===== config.mk =====
export PLATFORM = sky130hd
export DESIGN_NAME = irq_controller
export DESIGN_NICKNAME = d
export VERILOG_FILES = /design/src/rtl/irq_controller.sv
export SDC_FILE = /design/constraint.sdc
export NUM_CORES = 1
export LEC_CHECK = 0
export ABC_AREA = 1
export CAP_MARGIN = 20
export CORE_AREA = 2 2 58 44
export DETAILED_ROUTE_END_ITERATION = 8
export DIE_AREA = 0 0 60 46
export PLACE_DENSITY = 0.77
export SETUP_SLACK_MARGIN = 0.1
export SYNTH_ARGS = -nofsm -noshare
export SYNTH_HDL_FRONTEND = slang
export SYNTH_SLANG_ARGS = --single-unit
export TNS_END_PERCENT = 5

===== constraint.sdc =====
create_clock -name CLK -period 1.8 [get_ports CLK]
set_input_delay 0.27 -clock CLK [delete_from_list [all_inputs] [get_ports CLK]]
set_output_delay 0.27 -clock CLK [all_outputs]
set_load 0.005 [all_outputs]

===== src/rtl/irq_controller.sv =====
// irq_controller: two-source interrupt controller between peripheral IRQ lines
// and the CPU.
//   - Latches rising edges on IRQ_RAISE into pending bits (coalescing repeats).
//   - A bus-programmable mask gates which pending sources may request.
//   - Arbitrates by fixed priority (source 0 first) and presents CPU_IRQ plus a
//     handler vector.
//   - Returns a one-cycle IRQ_ACK pulse to the source when the CPU takes it.
//   - One interrupt in service at a time (no nesting).
//
// Ports:
//   CLK, RESET      clock, synchronous active-high reset
//   IRQ_RAISE[1:0]  peripheral lines, rising-edge sensitive
//   IRQ_ACK[1:0]    one-cycle acknowledge to the serviced source
//   CPU_IRQ         level request to the CPU
//   CPU_IRQ_VECTOR  handler address, meaningful while CPU_IRQ=1
//   CPU_IRQ_TAKEN   CPU accepted the request
//   CPU_IRQ_DONE    CPU executed return-from-interrupt
//   BUS_*           register bus:
//                     BASE+0 MASK, BASE+1 PENDING (W1C), BASE+2 STATUS
//                   reads are registered (1-cycle latency).

// Per-source edge detector and pending latch. A rising edge in the same cycle
// as a clear wins, so a fresh edge is never lost.
module irq_src_slot (
  input  logic clk,
  input  logic rst,
  input  logic raise,
  input  logic clr,
  output logic pending
);
  logic raise_q;
  logic rise;

  assign rise = raise & ~raise_q;

  always_ff @(posedge clk) begin
    if (rst) begin
      raise_q <= 1'b0;
      pending <= 1'b0;
    end else begin
      raise_q <= raise;
      pending <= (pending & ~clr) | rise;
    end
  end
endmodule

module irq_controller #(
  parameter logic [7:0] BASE_ADDR  = 8'hF0,
  parameter logic [7:0] VECTOR0    = 8'hFF,
  parameter logic [7:0] VECTOR1    = 8'hFE,
  parameter logic [1:0] MASK_RESET = 2'b11
) (
  input  logic       CLK,
  input  logic       RESET,
  input  logic [1:0] IRQ_RAISE,
  output logic [1:0] IRQ_ACK,
  output logic       CPU_IRQ,
  output logic [7:0] CPU_IRQ_VECTOR,
  input  logic       CPU_IRQ_TAKEN,
  input  logic       CPU_IRQ_DONE,
  input  logic [7:0] BUS_ADDR,
  input  logic       BUS_WE,
  input  logic [7:0] BUS_DATA_IN,
  output logic [7:0] BUS_DATA_OUT
);
  localparam int NUM_SRC = 2;

  typedef enum logic [1:0] {
    IDLE    = 2'd0,
    REQUEST = 2'd1,
    SERVICE = 2'd2
  } state_t;

  state_t               state, state_nxt;
  logic                 sel, sel_nxt;
  logic [NUM_SRC-1:0]   mask;
  logic [NUM_SRC-1:0]   pending;
  logic [NUM_SRC-1:0]   clr;
  logic [NUM_SRC-1:0]   ack_nxt;
  logic [NUM_SRC-1:0]   req;
  logic                 wr_mask, wr_pend;
  logic                 take;

  // Only the low two data bits are architected.
  logic unused_bus_hi;
  assign unused_bus_hi = &{1'b0, BUS_DATA_IN[7:2]};

  assign wr_mask = BUS_WE && (BUS_ADDR == BASE_ADDR);
  assign wr_pend = BUS_WE && (BUS_ADDR == BASE_ADDR + 8'd1);
  assign req     = pending & mask;

  // A withdraw (mask[sel] dropped) takes priority over a same-cycle TAKEN.
  assign take    = (state == REQUEST) && CPU_IRQ_TAKEN && mask[sel];
  assign ack_nxt = {take & sel, take & ~sel};
  assign clr     = ack_nxt | (wr_pend ? BUS_DATA_IN[1:0] : 2'b00);

  for (genvar i = 0; i < NUM_SRC; i++) begin : g_src
    irq_src_slot u_slot (
      .clk     (CLK),
      .rst     (RESET),
      .raise   (IRQ_RAISE[i]),
      .clr     (clr[i]),
      .pending (pending[i])
    );
  end

  always_ff @(posedge CLK) begin
    if (RESET) begin
      state <= IDLE;
      sel   <= 1'b0;
      mask  <= MASK_RESET;
    end else begin
      state <= state_nxt;
      sel   <= sel_nxt;
      if (wr_mask) mask <= BUS_DATA_IN[1:0];
    end
  end

  always_comb begin
    state_nxt = state;
    sel_nxt   = sel;
    case (state)
      IDLE: begin
        if (|req) begin
          sel_nxt   = ~req[0];
          state_nxt = REQUEST;
        end
      end
      REQUEST: begin
        // sel stays latched here; a newly arrived higher-priority source
        // waits until the next pass through IDLE.
        if (!mask[sel])         state_nxt = IDLE;
        else if (CPU_IRQ_TAKEN) state_nxt = SERVICE;
      end
      SERVICE: begin
        if (CPU_IRQ_DONE) state_nxt = IDLE;
      end
      default: state_nxt = IDLE;
    endcase
  end

  // Outputs registered from the next-state so CPU_IRQ tracks the state that
  // is entered on this edge.
  always_ff @(posedge CLK) begin
    if (RESET) begin
      CPU_IRQ        <= 1'b0;
      CPU_IRQ_VECTOR <= 8'h00;
      IRQ_ACK        <= 2'b00;
      BUS_DATA_OUT   <= 8'h00;
    end else begin
      CPU_IRQ        <= (state_nxt == REQUEST);
      CPU_IRQ_VECTOR <= (state_nxt == REQUEST) ? (sel_nxt ? VECTOR1 : VECTOR0) : 8'h00;
      IRQ_ACK        <= ack_nxt;
      if (BUS_ADDR == BASE_ADDR)              BUS_DATA_OUT <= {6'b0, mask};
      else if (BUS_ADDR == BASE_ADDR + 8'd1)  BUS_DATA_OUT <= {6'b0, pending};
      else if (BUS_ADDR == BASE_ADDR + 8'd2)  BUS_DATA_OUT <= {5'b0, state, sel};
      else                                    BUS_DATA_OUT <= 8'h00;
    end
  end
endmodule


# Yosys cells after proc, flatten, opt, wreduce, memory -nomap -nowiden
# Index checks and enable logic that the tools add are counted.
[word_totals] wordCells=61 regBits=28
[op_classes] n_bitwise=18 muxes=14 n_lt_le_gt_ge=1 eq_ne=6 n_reduce_logical=9
[op_table] cell="$eq 8x8->1 const B" count=3
[op_table] cell="$mux 2" count=8
[op_table] cell="$not 1->1" count=8
[op_table] cell="$and 1x1->1" count=6
[op_table] cell="$pmux 2 s3" count=1
[op_table] cell="$mux 1" count=5
[op_table] cell="$eq 2x1->1 const B" count=2
[op_table] cell="$logic_and 1x1->1" count=4
[op_table] cell="$reduce_or 2->1" count=2
[op_table] cell="$reduce_or 4->1" count=1
[op_table] cell="$reduce_or 3->1" count=1
[op_table] cell="$and 2x2->2" count=1
[op_table] cell="$eq 2x2->1 const B" count=1
[op_table] cell="$logic_not 2->1" count=1
[op_table] cell="$lt 1x2->1 const B" count=1
[op_table] cell="$or 1x1->1" count=2
[op_table] cell="$or 2x2->2" count=1

# Logic depth before layout (Yosys ltp)
# Gate-level depths: netlist of the first run.
[logic_depth] ltp_word=8 mapped_depth=8

# Hierarchy
# A second synthesis of the first run with hierarchy kept.
[unflattened] hier_cells=117 hier_area_um2=837.1
[modules_own_cells] module="irq_controller" seq_area_each_um2=260.2 area_each_um2=681.9 n_inst=1 cells_each=97
[modules_own_cells] module="irq_src_slot" seq_area_each_um2=40.0 area_each_um2=77.6 n_inst=2 cells_each=10

# Worst setup path before layout of the first run
# OpenSTA, ideal clock, no wires.
[synth_path] path_type="in2reg" startpoint="in RESET" endpoint="reg g_src[1].u_slot.pending" arrival_ns=0.799 cell_stages=5 setup_time_ns=0.112 n_path_buf=1 slack_ns=0.888 required_time_ns=1.688 path_cell_list="buf_2 > clkinv_2 > and3_1 > nand2_1 > nand2_1"
[synth_lines] element="start: declaration" line="54" rtl="input logic RESET,"
[synth_lines] element="end signal: assignment" line="42" rtl="pending <= (pending & ~clr) | rise;"
[synth_lines] element="end: declaration" line="29" rtl="output logic pending"

==> impl_table.tex, run 1 <==
\begin{tabular}{lr}
\hline
Metric & Value \\
\hline
\multicolumn{2}{l}{\textbf{Synth}} \\
Synthesized instance count & 122 \\
Sequential-to-total area share from yosys stat & $\sim$39\% \\
Number of synthesized register bits & 17 \\
Most instantiated cells after synthesis & nand2\_1, inv\_1, dfxtp\_1 \\
Top\_reg\_cell synth & dfxtp\_1 \\
Yosys warning total & 0 \\
Syn Area/Cell & approximately 7.2 sq um \\
Async set-reset flop share out of synthesis & 0\% \\
Synth cell types & 22 \\
Top cell type's share of synthesized area & a little under 40\% \\
Synth top area cells & dfxtp\_1, buf\_4, nand2\_1, inv\_1, nand3\_1 \\
Cell accounting for the most synthesized area & dfxtp\_1 \\
EDFF count, synth & 0 \\
Summed instance area of the synthesized netlist & approximately 880 sq um \\
Most instantiated library cell after synthesis & nand2\_1 \\
\multicolumn{2}{l}{\textbf{Setup path}} \\
Number of buffers and inverters on the critical path & 1 \\
Critical Path Start Type & register \\
Largest stage delay on the critical path & approximately 0.54 ns \\
Critical path type & register to primary output \\
Sequence of cells on the critical path & clkdlybuf4s50\_1 \\
Endpoint kind of the worst setup timing path & primary output \\
Biggest fanout along the worst timing path & 7 \\
Critical Path RT & 1.53 ns \\
Standard cell with the maximum stage delay on the critical path & clkdlybuf4s50\_1 \\
Crit path DAT & 1.24 ns \\
Top Family by Delay on Critical Path & buffers and inverters \\
\multicolumn{2}{l}{\textbf{STA}} \\
Hold Violations, Final & 0 \\
Setup WS post-layout & between 0.2 and 0.3 ns \\
Setup repair after global routing missed its margin & false \\
Share of the clock period used by the worst path & between 80\% and 90\% \\
Final Skew & 0.00203 ns \\
Setup TNS Final & 0 ns \\
Top achievable clock speed & approximately 660 MHz \\
Final setup vio count & 0 \\
Final critical-path required period & roughly 1.5 ns \\
Number of slew-limit violations in the final report & 0 \\
\multicolumn{2}{l}{\textbf{Global routing}} \\
Global-route wire length before repair & between 2000 and 3000 um \\
Sum of overflow across all layers after global routing & 0 \\
Global-route usage over all layers & around 13\% \\
Largest net degree at the start of global routing & 13 \\
Number of global-route vias before repair & about 670 \\
Antenna violations before repair & 0 \\
\multicolumn{2}{l}{\textbf{Final layout}} \\
Area growth, synth to finish & 33.4\% \\
Reg area & between 300 and 400 sq um \\
Number of diodes & 0 \\
Area occupied by multi-input gates & between 300 and 400 sq um \\
Net total in the final layout & 172 \\
Filler cell count & 221 \\
Final cell utilization of the core & 51.5\% \\
Non-filler cells, final & 182 \\
Fraction of final layout cells with drive strength greater than 1 & roughly 12\% \\
Cell area after layout & approximately 1200 sq um \\
\multicolumn{2}{l}{\textbf{Clock tree}} \\
Clock-pin slew reported for the worst setup and hold paths after clock tree synthesis & around 0.090 ns \\
Post-cts gate resize count & 0 \\
Number of clock sinks & 17 \\
TritonCTS clock tree & done \\
Number of CTS-inserted buffers & 3 \\
CTS Hold Buffers Added & 0 \\
Maximum clock path buffer count & 2 \\
Clock Latency Late Sink & 0.28 ns \\
CTS HTree Levels & 1 \\
Cell at the root of the clock tree & clkbuf\_4 \\
Post-CTS Setup Repair Bufs & 0 \\
\multicolumn{2}{l}{\textbf{Detailed routing}} \\
Residual antenna-violating net count after detailed routing & 0 \\
Detailed-route vias per instance & 4.27 \\
Routed WL per cell & a little under 9 um \\
Routed via count & 778 \\
Drt pass-1 iters & 4 \\
DRC violation count after routing & 0 \\
Routed wire length & 1600 um \\
Initial DRC count & 22 \\
\multicolumn{2}{l}{\textbf{Status}} \\
Outcome & finished clean \\
\multicolumn{2}{l}{\textbf{Placement}} \\
Count of input and output buffers & 30 \\
Final RePlAce weighted congestion & approximately 0.84 \\
Number of cells after detailed placement & between 150 and 200 \\
Placed cell area & 1140 sq um \\
Final HPWL DP & about 1400 um \\
Pre-CTS setup slack & between 0.2 and 0.3 ns \\
\multicolumn{2}{l}{\textbf{Die}} \\
Placeable core region & between 2000 and 2500 sq um \\
Top-Level Pins & 42 \\
Row cnt & 15 \\
Initial Util & between 30\% and 40\% \\
Die boundary height & between 40 and 50 um \\
Total Die Area & 2760 sq um \\
Chip width & roughly 60 um \\
\multicolumn{2}{l}{\textbf{Run}} \\
Max\_cap viols & 0 \\
\multicolumn{2}{l}{\textbf{Min path}} \\
HP Class & register to register \\
\multicolumn{2}{l}{\textbf{Power}} \\
Peak supply drop & between 0.3 and 0.4 mV \\
Total power divided by cell area & slightly below 700 nW/um\^{}2 \\
Cell leakage power & $\sim$0.56 nW \\
\hline
\end{tabular}
-- logic make-up after synthesis --
family / after synthesis / share of synthesized area (%)
buf+inv: 35 / 20.9
compound gates: 6 / 3.43
flops: 17 / 38.9
simple gates: 63 / 36.4
other cells: 1 / 0.428
-- per-stage QoR --
step	power (mW)	hold slack [ns]
floorplan	0.541	0.377
global placement	0.614	0.393
detailed placement	0.620	0.406
CTS	0.817	0.420
global route	0.852	0.438
finish	0.802	0.418
-- state kept, by name, summed over array words and instances (netlist names) --
signal,flops
BUS_DATA_OUT,3
CPU_IRQ_VECTOR,2
IRQ_ACK,2
g_src.u_slot.pending,2
g_src.u_slot.raise_q,2
mask,2
state,2
CPU_IRQ,1
sel,1
-- final timing paths --
check / from / to / slack [ns] / cells past startpoint
setup / recovery: CPU_IRQ_VECTOR[6] / CPU_IRQ_VECTOR[3] / 0.29 / 1
hold / removal: g_src[0].u_slot.raise_q / g_src[0].u_slot.pending / 0.42 / 1
setup reg to reg: state[0] / g_src[1].u_slot.pending / 0.75 / 6
hold reg to reg: g_src[0].u_slot.raise_q / g_src[0].u_slot.pending / 0.42 / 1
-- where the power goes --
| part | switching, mW | internal [mW] |
|---|---|---|
| registers | 0.0179 | 0.402 |
| logic | 0.0820 | 0.108 |
| clock network | 0.106 | 0.0860 |
-- metal layers --
metal	GRT usage (%)	share of wire, %	up-vias
met5	0	0	-
met4	2.67	0	0
met3	4.26	5.9	0
met2	23.3	49	26
met1	15.2	45	341
li1	-	-	411
-- final cells by class --
cell class / instances / share of cell area (%)
Multi-Input combinational cell: 74 / 31.5
Timing Repair Buffer: 31 / 26.3
Tap cell: 34 / 3.64
Sequential cell: 17 / 29.1
Inverter: 22 / 7.17
Clock buffer: 4 / 2.25
-- cell usage in the layout (no fill, tap or decap), types with 2 or more instances in the layout --
master            n
a21oi_1           2
nor2_1           12
conb_1            5
inv_1            18
nand2_2           4
nand2_1          22
inv_2             3
dfxtp_1          17
nand4_1           5
nor3_1            3
clkdlybuf4s50_1  30
o21ai_1           4
clkbuf_4          3
nor2_4            3
nand3_1           9
No activity file was read; power rests on OpenSTA's default activity.
==> inputs of run 2 (changes only) <==
--- a/config.mk
+++ b/config.mk
@@ -7,10 +7,10 @@
 export LEC_CHECK = 0
 export ABC_AREA = 1
 export CAP_MARGIN = 20
-export CORE_AREA = 2 2 58 44
+export CORE_AREA = 2 2 60 45
 export DETAILED_ROUTE_END_ITERATION = 8
-export DIE_AREA = 0 0 60 46
-export PLACE_DENSITY = 0.77
+export DIE_AREA = 0 0 62 47
+export PLACE_DENSITY = 0.73
 export SETUP_SLACK_MARGIN = 0.1
 export SYNTH_ARGS = -nofsm -noshare
 export SYNTH_HDL_FRONTEND = slang
==> constraint.sdc (replaced) <==
create_clock -name CLK -period 1.51 [get_ports CLK]
set_input_delay 0.2265 -clock CLK [delete_from_list [all_inputs] [get_ports CLK]]
set_output_delay 0.2265 -clock CLK [all_outputs]
set_load 0.005 [all_outputs]
==> run 2 against run 1 <==
Non-clock buffer count unchanged. Sequential cell count unchanged. Critical endpoint is now CPU_IRQ_VECTOR[5]. Combinational power increased by 21%. Register-to-register slack got worse by 0.30 ns.
==> impl_table.tex, run 2 (synthesized netlist as in run 1, its figures left out) <==
\begin{tabular}{lr}
\hline
Metric & Value \\
\hline
\multicolumn{2}{l}{\textbf{Status}} \\
Outcome & finished clean \\
\multicolumn{2}{l}{\textbf{Placement}} \\
Final RePlAce weighted congestion & between 0.8 and 0.9 \\
Count of input and output buffers & 30 \\
Final HPWL DP & between 1000 and 1500 um \\
Number of cells after detailed placement & $\sim$180 \\
Pre-CTS setup slack & -0.00597 ns \\
\multicolumn{2}{l}{\textbf{Die}} \\
Row cnt & 15 \\
Placeable core region & 2350 sq um \\
Total Die Area & $\sim$3000 sq um \\
Initial Util & a little under two fifths \\
Top-Level Pins & between 40 and 50 \\
Chip width & 62 um \\
Die boundary height & roughly 47 um \\
\multicolumn{2}{l}{\textbf{Setup path}} \\
Endpoint kind of the worst setup timing path & primary output \\
Critical Path RT & 1.28 ns \\
Crit path DAT & 1.16 ns \\
Flop-to-flop setup slack & approximately 0.45 ns \\
Top Family by Delay on Critical Path & buffers and inverters \\
Largest stage delay on the critical path & roughly 0.5 ns \\
Biggest fanout along the worst timing path & 7 \\
Standard cell with the maximum stage delay on the critical path & clkdlybuf4s50\_1 \\
Critical Path Start Type & register \\
Sequence of cells on the critical path & clkdlybuf4s50\_1 \\
Number of buffers and inverters on the critical path & 1 \\
Critical path type & register to primary output \\
\multicolumn{2}{l}{\textbf{STA}} \\
Final critical-path required period & around 1.4 ns \\
Share of the clock period used by the worst path & 92.0\% \\
Hold Violations, Final & 0 \\
Final Skew & roughly 0.0016 ns \\
Final hold slack & 0.408 ns \\
Setup WS post-layout & 0.120 ns \\
Final setup vio count & 0 \\
Number of slew-limit violations in the final report & 0 \\
Top achievable clock speed & a little over 700 MHz \\
Setup repair after global routing missed its margin & true \\
\multicolumn{2}{l}{\textbf{Detailed routing}} \\
Routed wire length & between 1500 and 2000 um \\
Detailed-route vias per instance & 4.19 \\
DRC violation count after routing & 0 \\
Routed via count & approximately 760 \\
Residual antenna-violating net count after detailed routing & 0 \\
Routed WL per cell & 9.49 um \\
Drt pass-1 iters & 4 \\
Initial DRC count & 15 \\
\multicolumn{2}{l}{\textbf{Clock tree}} \\
TritonCTS clock tree & done \\
Post-CTS Setup Repair Bufs & 0 \\
CTS HTree Levels & 1 \\
Number of CTS-inserted buffers & 3 \\
Clock-pin slew reported for the worst setup and hold paths after clock tree synthesis & 0.09 ns \\
Number of clock sinks & 17 \\
Cell at the root of the clock tree & clkbuf\_4 \\
Clock Latency Late Sink & roughly 0.28 ns \\
Maximum clock path buffer count & 2 \\
CTS Hold Buffers Added & 0 \\
\multicolumn{2}{l}{\textbf{Final layout}} \\
Most flops, register & BUS\_DATA\_OUT \\
Number of diodes & 0 \\
Fraction of final layout cells with drive strength greater than 1 & approximately 13\% \\
Area growth, synth to finish & 34.1\% \\
Commonest cells after routing, fill and taps aside & clkdlybuf4s50\_1, nand2\_1, inv\_1 \\
Most common cell after layout, fill and taps aside & clkdlybuf4s50\_1 \\
Non-filler cells, final & between 150 and 200 \\
Number of flip-flops in the largest register & 3 \\
Filler cell count & approximately 240 \\
Net total in the final layout & about 170 \\
Final cell utilization of the core & 50.1\% \\
\multicolumn{2}{l}{\textbf{Power}} \\
Internal power summed over all cells & just over 0.7 mW \\
Proportion of total power due to net switching & 26.3\% \\
Total power divided by cell area & slightly above 800 nW/um\^{}2 \\
Cell leakage power & between 0.5 and 0.6 nW \\
Comb power frac & a little under a quarter \\
Switching power & between 0.2 and 0.3 mW \\
Clock power share & around a quarter \\
Peak supply drop & approximately 0.45 mV \\
Sequential group share of total power & between 50 and 60\% \\
\multicolumn{2}{l}{\textbf{Run}} \\
Max\_cap viols & 0 \\
\multicolumn{2}{l}{\textbf{Global routing}} \\
Number of global-route vias before repair & 628 \\
Global-route usage over all layers & approximately 12\% \\
Antenna violations before repair & 0 \\
Largest net degree at the start of global routing & 13 \\
Sum of overflow across all layers after global routing & 0 \\
Global-route wire length before repair & around 2600 um \\
\multicolumn{2}{l}{\textbf{Min path}} \\
HP Class & register to register \\
\hline
\end{tabular}
-- run 2: changes by cell type in the layout (fill, tap and decap cells not counted) --
| cell | change |
|---|---|
| clkdlybuf4s50_1 | -1 |
| dlymetal6s2s_1 | +1 |
| dfxtp_1 | -1 |
| dfxtp_4 | +1 |
-- run 2: timing repair --
| action | CTS | global route |
|---|---|---|
| gates resized for setup | 2 | 1 |
| setup endpoints to repair | 7 | 7 |
| endpoints found under the hold margin | 0 | 0 |
-- run 2: path summary, 6_finish.rpt --
check                           cells after the start                       to                    start
worst min-delay path                                1  g_src[0].u_slot.pending  g_src[0].u_slot.raise_q
worst max-delay path                                1        CPU_IRQ_VECTOR[5]        CPU_IRQ_VECTOR[6]
worst max register to register                      6  g_src[1].u_slot.pending                 state[0]
worst min register to register                      1  g_src[0].u_slot.pending  g_src[0].u_slot.raise_q
-- run 2: cell type report --
class / count / area [sq um] / area share (%)
Inverter: 22 / 83.8 / 7.14
Clock buffer: 4 / 26.3 / 2.24
Sequential cell: 17 / 344 / 29.3
Tap cell: 34 / 42.5 / 3.62
Timing Repair Buffer: 31 / 310 / 26.4
Multi-Input combinational cell: 74 / 368 / 31.3
-- run 2: metal layers --
metal / vias up / track usage, % / wire length [um] / part of all wire, %
met2: 18 / 21.0 / 855 / 49
li1: 411 / - / - / -
met5: - / 0 / 0 / 0
met4: 0 / 4.26 / 22 / 1.3
met3: 4 / 4.13 / 88 / 5.1
met1: 329 / 14.6 / 762 / 44
-- run 2: per-stage QoR --
step	instance area (sq um)	total power, mW	setup TNS (ns)
6_report	1170	0.964	0
5_1_grt	1170	1.02	0
4_1_cts	1170	0.976	0
3_3_place_gp	1140	0.732	0
3_5_place_dp	1140	0.739	-0.00597
2_1_floorplan	891	0.645	0
-- run 2: power groups by stage --
stage	Combinational (mW)	Clock [mW]	Sequential, mW
final	0.229	0.235	0.501
after global routing	0.251	0.267	0.505
after CTS	0.232	0.244	0.501
after detailed placement	0.229	0	0.511
after global placement	0.222	0	0.510
after floorplan	0.136	0	0.509
